==> src/rtl/idc_pkg.sv <==
// Shared types and constants for the streaming ID checker (idc_gen, idc_mac).
// Symbol width, digit range, FSM state encoding and header tens/ones split.
package idc_pkg;

    localparam int SYM_W     = 6;
    localparam int DIGIT_MAX = 9;

    typedef enum logic {
        IDLE    = 1'b0,
        COLLECT = 1'b1
    } state_t;

    typedef struct packed {
        logic [2:0] tens;
        logic [3:0] ones;
    } head_split_t;

    function automatic head_split_t split_header(input logic [SYM_W-1:0] h);
        head_split_t r;
        r.tens = 3'(h / 6'd10);
        r.ones = 4'(h % 6'd10);
        return r;
    endfunction

endpackage

==> src/rtl/idc_mac.sv <==
// Weighted accumulate step: next = (acc + sym * weight) mod MOD, purely combinational.
// Intermediate width covers the largest symbol (63) times the largest weight (15) plus acc.
module idc_mac import idc_pkg::*; #(
    parameter int MOD   = 10,
    parameter int ACC_W = 4
) (
    input  logic [ACC_W-1:0] i_acc,
    input  logic [SYM_W-1:0] i_sym,
    input  logic [3:0]       i_weight,
    output logic [ACC_W-1:0] o_acc
);

    localparam int PROD_W = 10;

    logic [PROD_W-1:0] w_prod;
    logic [PROD_W-1:0] w_sum;

    assign w_prod = PROD_W'(i_sym) * PROD_W'(i_weight);
    assign w_sum  = w_prod + PROD_W'(i_acc);
    assign o_acc  = ACC_W'(w_sum % PROD_W'(MOD));

endmodule

==> src/rtl/idc_gen.sv <==
// Streaming ID checker: header + NUM_DIGITS digits, registered legal/illegal/error verdict.
// Optional out_check port (expected check digit) is built when IDC_CHECK_OUT_EN is defined.
//
// state   | meaning
// IDLE    | waiting for a header symbol; no gap counting
// COLLECT | consuming digits at position r_pos; gaps counted toward timeout
module idc_gen import idc_pkg::*; #(
    parameter int NUM_DIGITS = 9,
    parameter int MOD        = 10,
    parameter int HEAD_MIN   = 10,
    parameter int HEAD_MAX   = 35,
    parameter int TIMEOUT    = 15
) (
    input  logic             clk,
    input  logic             rst,
    input  logic             in_valid,
    input  logic [SYM_W-1:0] in_id,
    output logic             out_valid,
    output logic             out_legal_id,
    output logic             out_err
`ifdef IDC_CHECK_OUT_EN
    ,
    output logic [3:0]       out_check
`endif
);

    localparam int ACC_W  = (MOD > 1) ? $clog2(MOD) : 1;
    localparam int POS_W  = $clog2(NUM_DIGITS + 1);
    localparam int IDLE_W = (TIMEOUT > 0) ? $clog2(TIMEOUT + 1) : 1;

    state_t             r_state, w_state_nxt;
    logic [ACC_W-1:0]   r_acc, w_acc_nxt;
    logic [POS_W-1:0]   r_pos, w_pos_nxt;
    logic               r_err, w_err_nxt;
    logic [IDLE_W-1:0]  r_idle, w_idle_nxt;
    logic               r_out_valid, w_out_valid_nxt;
    logic               r_out_legal, w_out_legal_nxt;
    logic               r_out_err, w_out_err_nxt;

    logic [ACC_W-1:0]   w_mac_acc_in, w_mac_acc_out;
    logic [SYM_W-1:0]   w_mac_sym;
    logic [3:0]         w_mac_weight;
    head_split_t        w_head;
    logic               w_head_bad, w_digit_bad, w_err_acc, w_last, w_timeout;

    assign w_head      = split_header(in_id);
    assign w_head_bad  = (int'(in_id) < HEAD_MIN) || (int'(in_id) > HEAD_MAX);
    assign w_digit_bad = int'(in_id) > DIGIT_MAX;
    assign w_err_acc   = r_err | w_digit_bad;
    assign w_last      = (int'(r_pos) == NUM_DIGITS);
    assign w_timeout   = (TIMEOUT > 0) && ((int'(r_idle) + 1) >= TIMEOUT);

    // Header seeds the accumulator as tens*1 + ones*NUM_DIGITS through the same MAC.
    always_comb begin
        w_mac_acc_in = r_acc;
        w_mac_sym    = in_id;
        w_mac_weight = w_last ? 4'd1 : 4'(NUM_DIGITS - int'(r_pos));
        if (r_state == IDLE) begin
            w_mac_acc_in = ACC_W'(int'(w_head.tens) % MOD);
            w_mac_sym    = SYM_W'(w_head.ones);
            w_mac_weight = 4'(NUM_DIGITS);
        end
    end

    idc_mac #(
        .MOD   (MOD),
        .ACC_W (ACC_W)
    ) u_mac (
        .i_acc    (w_mac_acc_in),
        .i_sym    (w_mac_sym),
        .i_weight (w_mac_weight),
        .o_acc    (w_mac_acc_out)
    );

`ifdef IDC_CHECK_OUT_EN
    logic [3:0] r_out_check, w_out_check_nxt;
    assign out_check = r_out_check;
`endif

    always_comb begin
        w_state_nxt     = r_state;
        w_acc_nxt       = r_acc;
        w_pos_nxt       = r_pos;
        w_err_nxt       = r_err;
        w_idle_nxt      = r_idle;
        w_out_valid_nxt = 1'b0;
        w_out_legal_nxt = 1'b0;
        w_out_err_nxt   = 1'b0;
`ifdef IDC_CHECK_OUT_EN
        w_out_check_nxt = 4'd0;
`endif
        case (r_state)
            IDLE: begin
                w_idle_nxt = '0;
                if (in_valid) begin
                    w_acc_nxt   = w_mac_acc_out;
                    w_pos_nxt   = POS_W'(1);
                    w_err_nxt   = w_head_bad;
                    w_state_nxt = COLLECT;
                end
            end
            COLLECT: begin
                if (in_valid) begin
                    w_idle_nxt = '0;
                    if (w_last) begin
                        w_out_valid_nxt = 1'b1;
                        w_out_legal_nxt = (w_mac_acc_out == '0) && !w_err_acc;
                        w_out_err_nxt   = w_err_acc;
`ifdef IDC_CHECK_OUT_EN
                        w_out_check_nxt = w_err_acc ? 4'd0 : 4'((MOD - int'(r_acc)) % MOD);
`endif
                        w_state_nxt = IDLE;
                        w_acc_nxt   = '0;
                        w_pos_nxt   = '0;
                        w_err_nxt   = 1'b0;
                    end else begin
                        w_acc_nxt = w_mac_acc_out;
                        w_pos_nxt = r_pos + POS_W'(1);
                        w_err_nxt = w_err_acc;
                    end
                end else if (w_timeout) begin
                    w_out_valid_nxt = 1'b1;
                    w_out_err_nxt   = 1'b1;
                    w_state_nxt     = IDLE;
                    w_acc_nxt       = '0;
                    w_pos_nxt       = '0;
                    w_err_nxt       = 1'b0;
                    w_idle_nxt      = '0;
                end else begin
                    w_idle_nxt = r_idle + IDLE_W'(1);
                end
            end
            default: w_state_nxt = IDLE;
        endcase
    end

    always_ff @(posedge clk) begin
        if (rst) begin
            r_state     <= IDLE;
            r_acc       <= '0;
            r_pos       <= '0;
            r_err       <= 1'b0;
            r_idle      <= '0;
            r_out_valid <= 1'b0;
            r_out_legal <= 1'b0;
            r_out_err   <= 1'b0;
`ifdef IDC_CHECK_OUT_EN
            r_out_check <= 4'd0;
`endif
        end else begin
            r_state     <= w_state_nxt;
            r_acc       <= w_acc_nxt;
            r_pos       <= w_pos_nxt;
            r_err       <= w_err_nxt;
            r_idle      <= w_idle_nxt;
            r_out_valid <= w_out_valid_nxt;
            r_out_legal <= w_out_legal_nxt;
            r_out_err   <= w_out_err_nxt;
`ifdef IDC_CHECK_OUT_EN
            r_out_check <= w_out_check_nxt;
`endif
        end
    end

    assign out_valid    = r_out_valid;
    assign out_legal_id = r_out_legal;
    assign out_err      = r_out_err;

endmodule
==> config.mk <==
export PLATFORM = sky130hd
export DESIGN_NAME = idc_gen
export DESIGN_NICKNAME = d
export VERILOG_FILES = /design/src/rtl/idc_pkg.sv /design/src/rtl/idc_mac.sv /design/src/rtl/idc_gen.sv
export SDC_FILE = /design/constraint.sdc
export NUM_CORES = 1
export LEC_CHECK = 0
export CORE_MARGIN = 3
export CORE_UTILIZATION = 35
export CTS_BUF_LIST = sky130_fd_sc_hd__clkbuf_16
export CTS_CLUSTER_DIAMETER = 120
export DETAILED_ROUTE_END_ITERATION = 8
export GPL_TIMING_DRIVEN = 1
export PLACE_DENSITY = 0.55
export SKIP_LAST_GASP = 1
export SYNTH_ARGS = -nofsm -noshare
export SYNTH_HDL_FRONTEND = slang
export SYNTH_SLANG_ARGS = --single-unit
==> constraint.sdc <==
create_clock -name clk -period 11.2 [get_ports clk]
set_clock_uncertainty 0.15 [all_clocks]
set_input_delay 2.8 -clock clk [delete_from_list [all_inputs] [get_ports clk]]
set_output_delay 2.8 -clock clk [all_outputs]
set_load 0.02 [all_outputs]
Yosys cells after proc, flatten, opt, wreduce, memory -nomap -nowiden
Cells that the tools add are included.
- register bits after elaboration: 17
- input port bits: 9
- output and inout port bits: 3
- word-level logic and storage cells: 67
- $add $sub $neg: 5
- $mul: 1
- div/mod/pow operators: 4
- magnitude comparators: 4
- equal/unequal tests: 3
- muxes and demuxes: 31
- bitwise gates (word level): 4
- reductions and logical operators: 7
- operators by type and width (operator ; number):
    2-to-1 mux 4 bit ; 12
    modulo 4 x 5 -> 32 bit (second input constant) ; 1
    case mux 4 bit (2 select lines) ; 3
    2-to-1 mux 1 bit ; 13
    adder 10 x 4 -> 10 bit ; 1
    modulo 10 x 4 -> 10 bit (second input constant) ; 1
    multiplier 6 x 4 -> 10 bit ; 1
    adder 4 x 1 -> 4 bit (second input constant) ; 2
    divider 6 x 4 -> 6 bit (second input constant) ; 1
    > comparator 6 x 4 -> 1 bit (second input constant) ; 1
    > comparator 6 bit (second input constant) ; 1
    less-than comparator 6 x 4 -> 1 bit (second input constant) ; 1
    modulo 6 x 4 -> 6 bit (second input constant) ; 1
    2-to-1 mux 6 bit ; 1
    adder 4 x 1 -> 5 bit (second input constant) ; 1
    greater-or-equal comparator 5 x 4 -> 1 bit (second input constant) ; 1
    == test 4 bit (second input constant) ; 1
    logical NOT 4 bit ; 1
    case mux 1 bit (2 select lines) ; 2
    OR reduction 4 bit ; 1
    subtractor 4 bit (first input constant) ; 1
    inequality test 3 x 2 -> 1 bit (second input constant) ; 1
    inverter 1 bit ; 3
    inequality test 2 bit (second input constant) ; 1
    other kinds (6) ; 6

Logic depth before layout (Yosys ltp)
Gate-level depths: netlist of the first run.
- depth in word-level cells: 9
- mapped depth: 34
- depth with buffers taken out: 31

By module
Synthesis of the first run repeated with hierarchy kept, for this count alone.
- cell total of the unflattened synthesis: 397
- area, all modules: 3032.9 µm²
- modules (own cells, without submodules) (module ; instances ; cells an instance ; area each (µm²) ; seq. area each (µm²)):
    idc_mac ; 1 ; 238 ; 1845.5 ; 0.0
    idc_gen ; 1 ; 159 ; 1187.4 ; 340.3

Worst setup path before layout of the first run
OpenSTA, ideal clock, no wires.
- kind: input port to flip-flop
- start point: input in_id[5]
- end point: register r_acc[3]
- library setup time: 117 ps
- data arrival time: 9000 ps
- data required time: 10933 ps
- path slack: 1932 ps
- cell stages on the path: 29
- cell sequence: clkbuf_1 nand2b_1 a21oi_1 mux2i_1 mux2_2 ha_1 inv_1 nor2_1 a31oi_1 o22a_1 and2_1 fa_1 fa_1 ha_1 ha_1 buf_2 a21o_1 a31o_4 or3_1 a21oi_1 o22ai_1 a311o_1 o21ai_2 a21oi_1 a222oi_1 ha_1 inv_1 a21o_1 a32o_1
- word-level cells in the longest chain between the ends: 8
- elaborated cells between the ends (all ways): 12
- RTL lines (what ; line ; text):
    from (decl) ; idc_gen.sv:17 ; input logic [SYM_W-1:0] in_id,
    divider 6 x 4 -> 6 bit / modulo 6 x 4 -> 6 bit (equally long branches) ; idc_pkg.sv:20, idc_pkg.sv:21 ;
    modulo 4 x 5 -> 32 bit / 2-to-1 mux 6 bit (equally long branches) ; idc_gen.sv:59, idc_gen.sv:58 ;
    2-to-1 mux 4 bit / multiplier 6 x 4 -> 10 bit (equally long branches) ; idc_gen.sv:58, idc_mac.sv:18 ;
    adder 10 x 4 -> 10 bit (*) ; idc_mac.sv:19 ; assign w_sum = w_prod + PROD_W'(i_acc);
    modulo 10 x 4 -> 10 bit (*) ; idc_mac.sv:20 ; assign o_acc = ACC_W'(w_sum % PROD_W'(MOD));
    2-to-1 mux 4 bit ; idc_gen.sv:105 ; if (w_last) begin
    2-to-1 mux 4 bit ; idc_gen.sv:103 ; if (in_valid) begin
    case mux 4 bit (2 select lines) (*) ; idc_gen.sv:92 ; case (r_state)
    to (signal assigned) ; idc_gen.sv:152 ; r_acc <= w_acc_nxt;
    to (decl) ; idc_gen.sv:32 ; logic [ACC_W-1:0] r_acc, w_acc_nxt;
Every way passes the cells marked *; elsewhere a longest branch is shown, timed or not. The select of a mux whose other input is x is not followed.
A chain may end at the register's enable or synchronous reset.

Worst setup path in the final report of the first run
- start point: input in_id[3]
- end point: register r_acc[3]
Same word-level chain as after synthesis.

==> results_dict.tcl, run 1 <==
set metrics [dict create \
    period_share_pct 93.6 \
    cpLargestDelayFamily "compound AO/OA/AOI/OAI gates" \
    path_buf_inv 2 \
    fin_util_pct 39.7 \
    synth_top_family_by_area "compound AO/OA/AOI/OAI gates" \
    dp_hpwl_um 5400 \
    viasPerCell 5.77 \
    boundaryPins 12 \
    critical_path.max_stage_delay_ns 0.69 \
    tightestPinTransition_ns 1.00 \
    finalNonFillerCells 476 \
    min_period_ns 10.49 \
    ir_worst_vdd_mv 0.0770 \
    crit_fanout 16 \
    firstDrtPassIters 4 \
    grt_setup_unrepaired "false" \
    postSynthCellCount 378 \
    cts_made_buffers 3 \
    cts_resized 0 \
    required_ns 11.19 \
    cts_tree "built" \
    power_leakage_nw 1.31 \
    hp-class "register to register" \
    hold_viol 0 \
    powerDensity_mw_per_mm2 164 \
    drc_errors 0 \
    core_area_sq_mm 0.00785 \
    wl_per_cell_um 14.3 \
    setup.worst_path.start_class "primary input" \
    synth_ff_type "dfxtp_1" \
    num_antenna_cells 0 \
    clock_sinks 17 \
    setup_viol 0 \
    syn_to_final_growth_pct 8.08 \
    root_buffer "clkbuf_16" \
    drv_cap 0 \
    slew_headroom_pct 32.8 \
    ys_seq_area_share_pct 11.8 \
    synthAdderAreaFrac_pct 20.1 \
    worstSetupEndpointType "register" \
    netlist_area_sq_mm 0.00288 \
    p_total_uw 511 \
    start_util_pct 36.7 \
    nFillCells 844 \
    synth_nets 426 \
    clock_path_buffers 2 \
    drive_gt1_share_pct 5.35 \
    drv_slew 0 \
    ys_warn_count 0 \
    dp_cells 472 \
    hold_buffers 0 \
    gp_congestion 0.885 \
    std_cell_rows 32 \
    cp_slowest_cell "clkdlybuf4s50_1" \
    num-nets-final 423 \
    synth_edf_count 0 \
    drtAntennaViolNets 0 \
    wirelength_um 6830 \
    synth-async-reset-ratio_pct 0 \
    synth_top_cells_by_area "ha_1 12%, dfxtp_1 12%, fa_1 7.6%" \
    grtUsageTotal_pct 14.9 \
    clk_latency_ns 0.25 \
    fmax_mhz 95.4 \
    synth_seq_cells 17 \
    yosys.area.top_type_share_pct 12.2 \
    muxShareOfSynthArea_pct 2.17 \
    dieWidth_um 96.7 \
    antenna_found_initial 0 \
    synth-xor-area-share_pct 4.86 \
    synth-compound-area-share_pct 29.5 \
    path_class "primary input to register" \
    post_cts_buffers 0 \
    grt_pass1_vias 2576 \
    port-buffer-count 11 \
    dr.first_iter.drc_count 175 \
    syn_area_per_cell_sq_um 7.62 \
    grt_pass1_wl_um 12300 \
    dp_slack_ns 0.599 \
    vias 2746 \
    die-area_sq_mm 0.00936 \
    clk_pin_slew_ns 0.05 \
    die_h_um 96.7 \
    yosys.area_share.simple_pct 26.5 \
    tns_ns 0 \
    htree_levels 1 \
    synth_area_leader_cell "ha_1" \
    grt_overflow 0 \
    critPathArrivalTime_ns 10.47 \
    critPathMostFrequentCell "ha_1" \
    grt_max_degree 20 \
    synth.distinct_cells 72 \
    setup_slack_ns 0.714 \
    run_status "complete, no violations" \
]
==> stage by stage <==
stage                     area (sq um)  hold slack [ns]
after floorplan                   2880            0.284
after detailed placement          3030            0.321
after CTS                         3110            0.335
final                             3110            0.331
after global routing              3110            0.352
after global placement            3030            0.316
==> layout make-up <==
type / instances / area [sq um] / share of cell area, %
Clock buffer: 3 / 75.1 / 2.41
Clock inverter: 1 / 7.51 / 0.241
Inverter: 15 / 56.3 / 1.81
Multi-Input combinational cell: 327 / 2400 / 77.0
Sequential cell: 17 / 340 / 10.9
Tap cell: 102 / 128 / 4.10
Timing Repair Buffer: 11 / 110 / 3.54
==> cell families (layout without fill, tap and decap cells) <==
| logic type | Yosys count | in the layout |
|---|---|---|
| compound gates | 120 | 120 |
| simple gates | 145 | 145 |
| mux | 6 | 6 |
| xor+xnor | 16 | 16 |
| buf+inv | 34 | 30 |
| flops | 17 | 17 |
| fa+ha+maj | 40 | 40 |
==> path summary, 6_finish.rpt <==
kind | startpoint | end | slack (ns) | cells past startpoint
hold reg to reg | r_acc[3] | r_acc[3] | 0.33 | 1
setup reg to reg | r_state | r_acc[3] | 3.73 | 20
setup / recovery | in_id[3] | r_acc[3] | 0.71 | 31
hold / removal | r_acc[3] | r_acc[3] | 0.33 | 1
==> layout by cell type (no fill, tap or decap), types with 4 or more instances in the layout <==
cell type        count
nand4_1              4
a211oi_1             5
mux2i_1              4
a22o_1               4
and2_1               7
xnor2_1             10
a31oi_1              4
nor3b_1              4
xor2_1               6
o211ai_1             6
a21oi_1             32
a21o_1               5
dfxtp_1             17
and3_1              11
ha_1                28
inv_1               15
nor2_1              40
nor2b_1              8
nand3_1             12
fa_1                11
o21ai_0             17
clkdlybuf4s50_1     11
a22oi_1              4
nor3_1              10
nor4_1               4
o21a_1               7
nand2_1             24
==> cells in the mapped netlist (all sizes together), types with 3 or more instances <==
library cell,count
dfxtp,17
ha,28
a31oi,4
a21boi,3
nor3,11
xnor2,10
a211oi,6
nand4,4
and3,11
o21ai,21
fa,11
nor4,4
o211a,3
a22o,4
and2,8
a22oi,4
inv,15
a21o,5
or3,4
nand3,13
nand2b,3
xor2,6
a21oi,32
nor3b,4
o211ai,6
nor2,40
nand2,24
clkbuf,13
buf,6
nor2b,8
mux2i,4
o22ai,3
o21a,7
==> worst register-to-register path: stages, from the launching register on <==
cell and delay [ns]:
dfxtp_1 0.72, inv_1 0.26, a31oi_1 0.80, and3_1 0.30, fa_1 0.43, fa_1 0.56, fa_1 0.43, ha_1 0.43
a211oi_4 0.42, o211ai_1 0.18, a211oi_1 0.62, nand3_1 0.16, o311a_1 0.17, a2bb2oi_1 0.27, or2_2 0.22, a21oi_1 0.06
a222oi_1 0.48, ha_1 0.23, inv_1 0.07, a21o_1 0.16, a32o_1 0.25
==> metal layers <==
layer	vias up	track usage [%]	wire, um
li1	1403	-	-
met5	-	0	0
met3	2	1.80	206
met2	45	24.4	3170
met1	1296	21.8	3430
met4	0	1.30	21
==> flip-flops by register name, summed over array words and instances (netlist names) <==
name and cells:
r_acc 4, r_idle 4, r_pos 4, r_state 1, out_legal_id 1, out_err 1
r_err 1, out_valid 1
==> power by group <==
| group | internal [mW] | switching (mW) | total, mW |
|---|---|---|---|
| Combinational | 0.151 | 0.218 | 0.368 |
| Clock | 0.0481 | 0.0237 | 0.0718 |
| Sequential | 0.0660 | 0.00474 | 0.0707 |
| Total | 0.265 | 0.246 | 0.511 |
Power figures use the tool's default switching activity.
==> run 2, diff against run 1 <==
TNS_END_PERCENT = 30   (was default)
==> results of run 2 <==
No change in the layout: final DEF, timing and power equal those of run 1.
